### src/rtl/imem_loader.sv
// imem_loader: loads the instruction memory from a byte stream.
//   A load starts in IDLE with start=1 and a word count. Bytes arrive over a
//   valid/ready handshake and are packed little-endian into 32-bit words.
//   Each word is written to the next word index, starting at 0. The stream
//   ends with one XOR checksum byte, which is checked against all data bytes.
//   busy holds the fetch/PC logic in reset while a load is in progress.
// Ports:
//   clk, reset         rising-edge clock; synchronous active-low reset
//   start, word_count  begin a load (sampled only in IDLE); word count
//   byte_in/valid      stream byte and its valid strobe
//   byte_ready         loader accepts a byte (LOAD and CHECK states)
//   mem_we/waddr/wdata one-cycle write to instruction memory; addr/data hold
//   busy               load in progress
//   done, err          sticky completion and failure flags; cleared by start
module imem_loader #(
   parameter int DEPTH = 32,
   parameter int AW    = $clog2(DEPTH)
) (
   input  logic          clk,
   input  logic          reset,
   input  logic          start,
   input  logic [AW:0]   word_count,
   input  logic [7:0]    byte_in,
   input  logic          byte_valid,
   output logic          byte_ready,
   output logic          mem_we,
   output logic [AW-1:0] mem_waddr,
   output logic [31:0]   mem_wdata,
   output logic          busy,
   output logic          done,
   output logic          err
);

   typedef enum logic [1:0] {
      IDLE  = 2'd0,
      LOAD  = 2'd1,
      CHECK = 2'd2
   } state_t;

   localparam logic [AW:0] DEPTH_W = (AW+1)'(DEPTH);

   state_t        state;
   state_t        state_nx;
   logic [AW:0]   count;
   logic [AW-1:0] idx;
   logic [1:0]    lane;
   logic [7:0]    xacc;
   logic [23:0]   wbuf;
   logic          xfer;
   logic          last_word;

   assign xfer      = byte_valid & byte_ready;
   assign last_word = ({1'b0, idx} == (count - (AW+1)'(1)));

   always_comb begin
      state_nx = state;
      case (state)
         IDLE: begin
            if (start) begin
               if (word_count > DEPTH_W)
                  state_nx = IDLE;
               else if (word_count == '0)
                  state_nx = CHECK;
               else
                  state_nx = LOAD;
            end
         end
         LOAD: begin
            if (xfer && (lane == 2'd3) && last_word)
               state_nx = CHECK;
         end
         CHECK: begin
            if (xfer)
               state_nx = IDLE;
         end
         default: state_nx = IDLE;
      endcase
   end

   always_ff @(posedge clk) begin
      if (!reset) begin
         state      <= IDLE;
         busy       <= 1'b0;
         byte_ready <= 1'b0;
         mem_we     <= 1'b0;
         mem_waddr  <= '0;
         mem_wdata  <= '0;
         done       <= 1'b0;
         err        <= 1'b0;
         count      <= '0;
         idx        <= '0;
         lane       <= '0;
         xacc       <= '0;
         wbuf       <= '0;
      end else begin
         state <= state_nx;
         // busy and byte_ready follow the next state so both are plain flops
         // that always agree with the registered state.
         busy       <= (state_nx != IDLE);
         byte_ready <= (state_nx != IDLE);
         mem_we     <= 1'b0;
         case (state)
            IDLE: begin
               if (start) begin
                  if (word_count > DEPTH_W) begin
                     done <= 1'b1;
                     err  <= 1'b1;
                  end else begin
                     done  <= 1'b0;
                     err   <= 1'b0;
                     count <= word_count;
                     idx   <= '0;
                     lane  <= '0;
                     xacc  <= '0;
                  end
               end
            end
            LOAD: begin
               if (xfer) begin
                  xacc <= xacc ^ byte_in;
                  lane <= lane + 2'd1;
                  if (lane == 2'd3) begin
                     mem_we    <= 1'b1;
                     mem_waddr <= idx;
                     mem_wdata <= {byte_in, wbuf};
                     // Index stays on the final word so it never wraps.
                     if (!last_word)
                        idx <= idx + AW'(1);
                  end else begin
                     wbuf[lane*8 +: 8] <= byte_in;
                  end
               end
            end
            CHECK: begin
               if (xfer) begin
                  done <= 1'b1;
                  err  <= (byte_in != xacc);
               end
            end
            default: ;
         endcase
      end
   end

endmodule
### config.mk
export PLATFORM = sky130hd
export DESIGN_NAME = imem_loader
export DESIGN_NICKNAME = d
export VERILOG_FILES = /design/src/rtl/imem_loader.sv
export SDC_FILE = /design/constraint.sdc
export NUM_CORES = 1
export LEC_CHECK = 0
export ABC_AREA = 1
export ABC_CLOCK_PERIOD_IN_PS = 1700
export CORE_MARGIN = 2
export CORE_UTILIZATION = 46
export DETAILED_ROUTE_END_ITERATION = 10
export PLACE_DENSITY = 0.81
export SLEW_MARGIN = 20
export SYNTH_ARGS = -nofsm -noshare
export SYNTH_HDL_FRONTEND = slang
export SYNTH_SLANG_ARGS = --single-unit
### constraint.sdc
create_clock -name clk -period 1.7 [get_ports clk]
set_input_delay 0.34 -clock clk [delete_from_list [all_inputs] [get_ports clk]]
set_output_delay 0.34 -clock clk [all_outputs]
set_load 0.05 [all_outputs]
# Yosys cells after proc, flatten, opt, wreduce, memory -nomap -nowiden
# Index checks and enable logic that the tools add are counted.
# W data, S select, Z words.
[op_classes] addsub=4 shift=2 n_eq_ne=11 bitwise_logic=4 n_reduce_logical=14 order_cmp=1 mux=28
[op_table] operator="$neg A5 Y34" n=1
[op_table] operator="$shift A8 B34 Y24 const A" n=1
[op_table] operator="$shiftx A8 B34 Y24" n=1
[op_table] operator="$mux W5" n=5
[op_table] operator="$bwmux W24" n=1
[op_table] operator="$mux W8" n=3
[op_table] operator="$mux W2" n=8
[op_table] operator="$pmux W8 S2" n=1
[op_table] operator="$reduce_and A3 Y1" n=5
[op_table] operator="$ne A2 B2 Y1 const B" n=6
[op_table] operator="$pmux W5 S2" n=1
[op_table] operator="$ne A8 B8 Y1" n=1
[op_table] operator="$xor A8 B8 Y8" n=1
[op_table] operator="$eq A5 B6 Y1" n=1
[op_table] operator="$gt A6 B6 Y1 const B" n=1
[op_table] operator="$logic_not A6 Y1" n=1
[op_table] operator="$pmux W2 S3" n=1
[op_table] operator="$reduce_and A6 Y1" n=1
[op_table] operator="$reduce_bool A2 Y1" n=3
[op_table] operator="$sub A6 B1 Y6 const B" n=1
[op_table] operator="$add A5 B1 Y5 const B" n=1
[op_table] operator="$mux W1" n=5
[op_table] operator="$eq A2 B2 Y1 const B" n=2
[op_table] operator="$pmux W1 S2" n=2
[op_table] operator="other kinds (8)" n=10
[word_totals] in_bits=18 output_inout_bits=42 wordCells=76 reg_bits=88

# Depth between registers and ports, before layout
# Gate-level depths: netlist of the first run.
[logic_depth] ltp_word=6 ltp_mapped=13 depth_no_buf=13

# Worst setup path before layout of the first run
# No wires, ideal clock.
[synth_timing] path_kind="register to register" startpoint="reg, netlist name busy" endpoint="reg wbuf[22]" t_required_ps=1556 stages_incl_launch_ff=8 n_path_buf=2 path_slack_ps=-136 arrival_ps=1693 cell_sequence="dfxtp_1 nand2_1 nor3_4 buf_6 nand2_4 buf_6 a31oi_1 a211oi_2"
[synth_lines] element="end signal: indexed assignment" line_no="130" source="wbuf[lane*8 +: 8] <= byte_in;"
[synth_lines] element="end: declaration" line_no="48" source="logic [23:0] wbuf;"

# Worst setup path after layout of the first run
[layout_timing] startpoint="reg count[0]" endpoint="reg idx[1]"
[layout_between] elab_chain_len=4
[layout_rtl] element="start: declaration" line_no="44" source="logic [AW:0] count;"
[layout_rtl] element="start signal: assignment" line_no="111" source="count <= word_count;"
[layout_rtl] element="$sub A6 B1 Y6" line_no="53" source="assign last_word = ({1'b0, idx} == (count - (AW+1)'(1)));"
[layout_rtl] element="$eq A5 B6 Y1" line_no="53"
[layout_rtl] element="$ne A2 B2 Y1 (no source line)"
[layout_rtl] element="$reduce_and A6 Y1 (no source line)"
[layout_rtl] element="end signal: assignment" line_no="128" source="idx <= idx + AW'(1);"
[layout_rtl] element="end: declaration" line_no="45" source="logic [AW-1:0] idx;"
# Every way passes these cells.
# A chain may end at the register's enable or synchronous reset.

==> results.py, run 1 <==
metrics = {
    "timing": {
        "tightest_slew_ns": 0.322,
        "max_freq_mhz": 613,
        "hold_ws_ns": 0.469,
        "relSlewSlack_pct": 78.5,
        "finalCritPeriodShare_pct": 96.0,
        "min_period_ns": 1.63,
        "setup_viol": 0,
        "finalClockSkew_ns": 0.00579,
        "finalHoldViolCount": 0,
        "slew_violations": 0,
    },
    "routing": {
        "drt_iter0_drc": 187,
        "vias": 3512,
        "first_pass_iters": 5,
        "wl_per_cell_um": 14.2,
        "wl_mm": 9.39,
        "vias_per_cell": 5.31,
        "ant_nets": 0,
        "drc": 0,
    },
    "run_status": {
        "status": "finished, final reports clean",
    },
    "layout": {
        "fin_cells": 661,
        "multi_input_area_mm2": 0.00174,
        "stdcell_area_mm2": 0.00488,
        "n_fill_cell": 708,
        "area_growth_pct": 29.4,
        "layout-drive-gt1-share_pct": 23.6,
        "regArea_mm2": 0.00177,
        "nets": 576,
        "diodes": 0,
    },
    "setup_path": {
        "critPathKind": "flop to flop",
        "path_buf_inv": 2,
        "crit_fanout": 6,
        "cp_slowest_cell": "dfxtp_2",
        "cp.required_ns": 1.96,
        "r2r_setup_slack_ns": 0.07,
        "crit_path_max_incr_delay_ns": 0.34,
        "start_kind": "flop",
        "cp_data_arrival_time_ns": 1.89,
        "crit_top_cell": "nand2_1",
        "path_delay_family": "simple AND/OR/NAND/NOR gates",
        "path_cells": "inv_2 -> ha_4 -> inv_1 -> nand2_1 -> nand2_1 -> nand2_1 -> nand3_2 -> nor2_4 -> nand3_4 -> a21oi_1 -> nor2_1",
        "end_kind": "flop",
    },
    "synthesis": {
        "synth_top_area_cell": "dfxtp_1",
        "ys_async_sr_fraction_pct": 0,
        "synth_top_flop_cell": "dfxtp_1",
        "ys_seq_area_share_pct": 46.7,
        "ys_types": 29,
        "avgSynthCellArea_um2": 8.04,
        "netlist_area_mm2": 0.00377,
        "synth_commonest_cells": "dfxtp_1 (88), nand2_1 (52), a21oi_1 (51), nor2_1 (51), o21ai_0 (50)",
        "post-synth-top-area-fraction_pct": 46.7,
        "synth.net_count": 494,
        "yosys_warnings": 0,
        "synth.most_common_cell": "dfxtp_1",
        "synth_edf_count": 0,
        "ys_ff_latch": 88,
        "ys_top_cells_by_area": "dfxtp_1 (47%), a21oi_1 (6.8%), o21ai_0 (6.6%), nand2_1 (5.2%), nor2_1 (5.1%)",
        "synth_cells": 469,
    },
    "grt": {
        "grt-ovfl-total": 0,
        "grt_pass1_vias": 3308,
        "grt_pass1_wl_mm": 15.3,
        "grt_antenna_before_repair": 0,
        "grt_max_degree": 39,
        "grt.total_usage_pct": 22.0,
    },
    "die": {
        "die_h_um": 94.5,
        "start_util_pct": 46.6,
        "die_x_um": 94.5,
        "pin_count": 60,
        "coreArea_mm2": 0.00809,
        "fp.dieArea_mm2": 0.00893,
        "rows": 33,
    },
    "clocking": {
        "cts.path.max_buffers": 2,
        "clk_pin_slew_ns": 0.09,
        "clock_latency_ns": 0.37,
        "cts_tree": "done",
        "cts_inserted_buffers": 9,
        "cts_root_buf": "clkbuf_8",
        "htreeDepth": 3,
        "cts.sinks": 88,
        "hold_buffers": 0,
    },
    "placement": {
        "placed_cells": 645,
        "place_area_mm2": 0.00458,
        "dpl.hpwl_mm": 6.62,
        "gp_routability_congestion": 0.879,
        "io_buffers": 59,
    },
    "flow_run": {
        "drv_cap": 0,
    },
    "power_and_ir_drop": {
        "ir_worst_vdd_mv": 0.399,
        "power_density_mw_per_mm2": 910,
        "total_leakage_power_nw": 2.04,
    },
    "hold_path": {
        "hp-class": "flop to flop",
    },
}
-- area by class of cell --
type                       instances  share of cell area, %
clock buffer                       9                   2.54
clock inverter                     7                   2.44
inverter                          48                   3.77
multi-input combinational        308                   35.7
sequential                        88                   36.2
tap                              105                   2.69
timing repair buffer              96                   16.7
-- per-stage QoR --
step,power (mW),util [%],worst slack (ns),setup TNS (ns)
3_5_place_dp,2.70,56.6,-0.249,-12.75
3_3_place_gp,2.68,56.6,-0.178,-10.49
4_1_cts,4.43,59.8,0.0101,0
2_1_floorplan,2.49,-,0.0579,0
6_report,4.44,60.3,0.0679,0
5_1_grt,4.61,60.3,-0.00535,-0.0113
-- cells by family (layout without fill, tap and decap cells) --
family | count (synthesis) | count (layout) | share of synthesized area, %
AOI/OAI and AO/OA | 140 | 140 | 22.0
xor gates and xnor gates | 12 | 12 | 2.79
adders and majority gates | 7 | 7 | 2.32
buffers and inverters | 73 | 160 | 8.30
DFF | 88 | 88 | 46.7
and+or+nand+nor | 149 | 149 | 17.8
-- what timing repair did --
| item | CTS | global route |
|---|---|---|
| pin swaps | 2 | 4 |
| setup buffers | 0 | 0 |
| endpoints found under the setup margin | 5 | 41 |
| resized for setup | 2 | 14 |
-- worst register-to-register path, stage by stage, from the launching register on --
cell     delay (ns)
dfxtp_2        0.34
inv_2          0.08
ha_4           0.14
inv_1          0.04
nand2_1        0.08
nand2_1        0.08
nand2_1        0.08
nand3_2        0.10
nor2_4         0.19
nand3_4        0.13
a21oi_1        0.19
nor2_1         0.07
-- path summary, 6_finish.rpt --
path	from	endpoint	cells past startpoint
max reg2reg	count[0]	idx[1]	11
min	wbuf[12]	mem_wdata[12]	2
min reg2reg	wbuf[12]	mem_wdata[12]	2
max	count[0]	idx[1]	11
-- state kept, by name (all words and copies together), names as in the netlist, 2 cells and up --
name / flops
mem_wdata: 32
lane: 2
state: 2
idx: 5
mem_waddr: 5
wbuf: 24
count: 6
xacc: 8
-- cell usage in the layout (no fill, tap or decap), types with 2 or more instances in the layout --
| master | n |
|---|---|
| clkinvlp_4 | 3 |
| nand2_4 | 2 |
| nand3_1 | 21 |
| dfxtp_2 | 3 |
| nand2_1 | 52 |
| nor2_4 | 2 |
| clkbuf_8 | 9 |
| a211oi_1 | 10 |
| a21oi_1 | 51 |
| bufinv_16 | 3 |
| inv_1 | 41 |
| xor2_1 | 7 |
| ha_1 | 5 |
| inv_2 | 6 |
| nor2_1 | 51 |
| nand4_1 | 10 |
| dfxtp_1 | 85 |
| o21ai_0 | 49 |
| buf_12 | 4 |
| a211oi_2 | 8 |
| a31oi_1 | 16 |
| xnor2_1 | 4 |
| nand2_2 | 4 |
| o211a_1 | 4 |
| clkdlybuf4s50_1 | 17 |
| nor2_2 | 2 |
| buf_4 | 75 |
-- per-layer routing --
layer | up-vias | wire (um) | GRT usage, %
met5 | - | 0 | 0
met4 | 0 | 167 | 8.94
met3 | 15 | 494 | 4.95
met2 | 107 | 4580 | 37.3
met1 | 1640 | 4150 | 27.0
li1 | 1750 | - | -
-- report_power, final --
group          switching [mW]  internal [mW]
sequential             0.0331           2.10
clock                   0.772          0.978
combinational           0.341          0.214
Power figures use the tool's default switching activity.
==> run 2: changes to the inputs <==
- SETUP_SLACK_MARGIN: default -> 0.1
==> results.py, run 2 (synthesis gave the netlist of run 1 again) <==
metrics = {
    "layout": {
        "layout_common_cells": "dfxtp_1 (82), buf_4 (73), a21oi_1 (50)",
        "nets": 578,
        "diodes": 0,
        "area_growth_pct": 32.9,
        "largestRegisters": "mem_wdata: 32 flops, wbuf: 24 flops, xacc: 8 flops",
        "layout-drive-gt1-share_pct": 26.9,
        "postLayoutCoreUtil_pct": 61.9,
        "fin_cells": 662,
        "mostFrequentLayoutCell": "dfxtp_1",
        "max_flop_register": "mem_wdata",
        "largest_reg_flops": 32,
    },
    "die": {
        "coreArea_mm2": 0.00809,
        "start_util_pct": 46.6,
        "die_h_um": 94.5,
        "fp.dieArea_mm2": 0.00893,
        "rows": 33,
        "pin_count": 60,
        "die_x_um": 94.5,
    },
    "setup_path": {
        "crit_fanout": 5,
        "start_kind": "flop",
        "end_kind": "flop",
        "critPathKind": "flop to flop",
        "crit_start": "count[1]",
        "rr_worst_depth": 10,
        "cp.required_ns": 1.98,
        "cp_data_arrival_time_ns": 1.95,
        "r2r_start": "count[1]",
    },
    "placement": {
        "dp_slack_ns": -0.280,
        "io_buffers": 59,
        "dpl.hpwl_mm": 6.41,
        "gp_routability_congestion": 0.821,
        "placed_cells": 638,
    },
    "grt": {
        "grt_antenna_before_repair": 0,
        "grt.total_usage_pct": 21.8,
        "grt_max_degree": 39,
        "grt_pass1_wl_mm": 15.2,
        "grt_pass1_vias": 3268,
        "grt-ovfl-total": 0,
    },
    "timing": {
        "max_freq_mhz": 599,
        "relSlewSlack_pct": 79.7,
        "tns_ns": 0,
        "finalCritPeriodShare_pct": 98.2,
        "setup_slack_ns": 0.0306,
        "rsz0062_at_grt": "yes",
        "min_period_ns": 1.67,
        "setup_viol": 0,
        "tightest_slew_ns": 0.305,
        "finalClockSkew_ns": 0.00943,
        "slew_violations": 0,
        "finalHoldViolCount": 0,
    },
    "routing": {
        "drc": 0,
        "wl_per_cell_um": 15.1,
        "wl_met2_mm": 5.06,
        "drt_iter0_drc": 306,
        "vias": 3572,
        "first_pass_iters": 5,
        "routed-wl-met3_um": 532,
        "ant_nets": 0,
        "wl_met1_mm": 4.15,
        "highest_layer": "met4",
        "wl_mm": 9.97,
        "vias_per_cell": 5.40,
    },
    "hold_path": {
        "worstHoldStart": "word_count[3]",
        "hp-class": "input port to flop",
        "holdPathStages": 3,
    },
    "clocking": {
        "cts.path.max_buffers": 2,
        "cts_inserted_buffers": 9,
        "cts_root_buf": "clkbuf_8",
        "cts.sinks": 88,
        "clock_latency_ns": 0.35,
        "clk_pin_slew_ns": 0.08,
        "htreeDepth": 3,
        "cts_tree": "done",
    },
    "flow_run": {
        "drv_cap": 0,
    },
    "power_and_ir_drop": {
        "power_density_mw_per_mm2": 889,
        "power_mw": 4.46,
        "ir_worst_vdd_mv": 0.353,
        "total_leakage_power_nw": 2.07,
    },
    "run_status": {
        "status": "finished, final reports clean",
    },
}
## run 2: cell types whose count changed in the layout (fill, tap and decap cells not counted), moves of 3 or more
cell | previous run | this run
dfxtp_1 | 85 | 82
nand2_1 | 52 | 48
nand3_1 | 21 | 17
nand3_2 | 1 | 5
nor2_1 | 51 | 48
o21ai_0 | 49 | 39
o21ai_1 | 1 | 11
## run 2: through the flow
stage,hold slack (ns),area (um2)
global placement,0.453,4530
finish,0.383,5010
global route,0.425,5010
CTS,0.469,4860
floorplan,0.430,3770
detailed placement,0.456,4530
## run 2: what timing repair did
action / in CTS / in global routing
gates cloned: 1 / 1
buffers inserted: 3 / 4
pin swaps: 5 / 16
hold buffers: 0 / 0
setup endpoints to repair: 29 / 69
gates resized for setup: 11 / 44
## run 2: final timing paths
kind | endpoint | slack, ns
max | idx[3] | 0.03
max reg2reg | idx[3] | 0.03
min reg2reg | mem_wdata[8] | 0.47
min | count[3] | 0.38
## run 2: where the power goes
group	internal [mW]	switching, mW
combinational	0.232	0.365
sequential	2.10	0.0378
clock	0.981	0.741
## run 2: critical path, cell delays in order (launching register included)
cell	delay, ns
dfxtp_2	0.34
buf_4	0.14
nor2_4	0.14
nand3_1	0.12
nand3_1	0.13
nand2_1	0.12
nor2_4	0.16
nand3_4	0.12
nand2_4	0.10
nand2_1	0.08
a21oi_1	0.17
## run 2: metal layers
| metal | GRT usage (%) | vias up |
|---|---|---|
| li1 | - | 1754 |
| met3 | 3.59 | 21 |
| met2 | 38.2 | 119 |
| met4 | 9.54 | 0 |
| met1 | 26.3 | 1678 |
| met5 | 0 | - |
## run 2: layout make-up
class	count	area [um2]
clock buffer	9	124
clock inverter	6	116
fill	682	3080
inverter	48	188
multi-input combinational	308	1820
sequential	88	1770
tap	105	131
timing repair buffer	97	851
timing repair inverter	1	7.51
==> run 3: changes to the inputs <==
- SLEW_MARGIN: 20 -> default
==> results of run 3 <==
No change in the layout: final DEF, timing and power equal those of run 2.
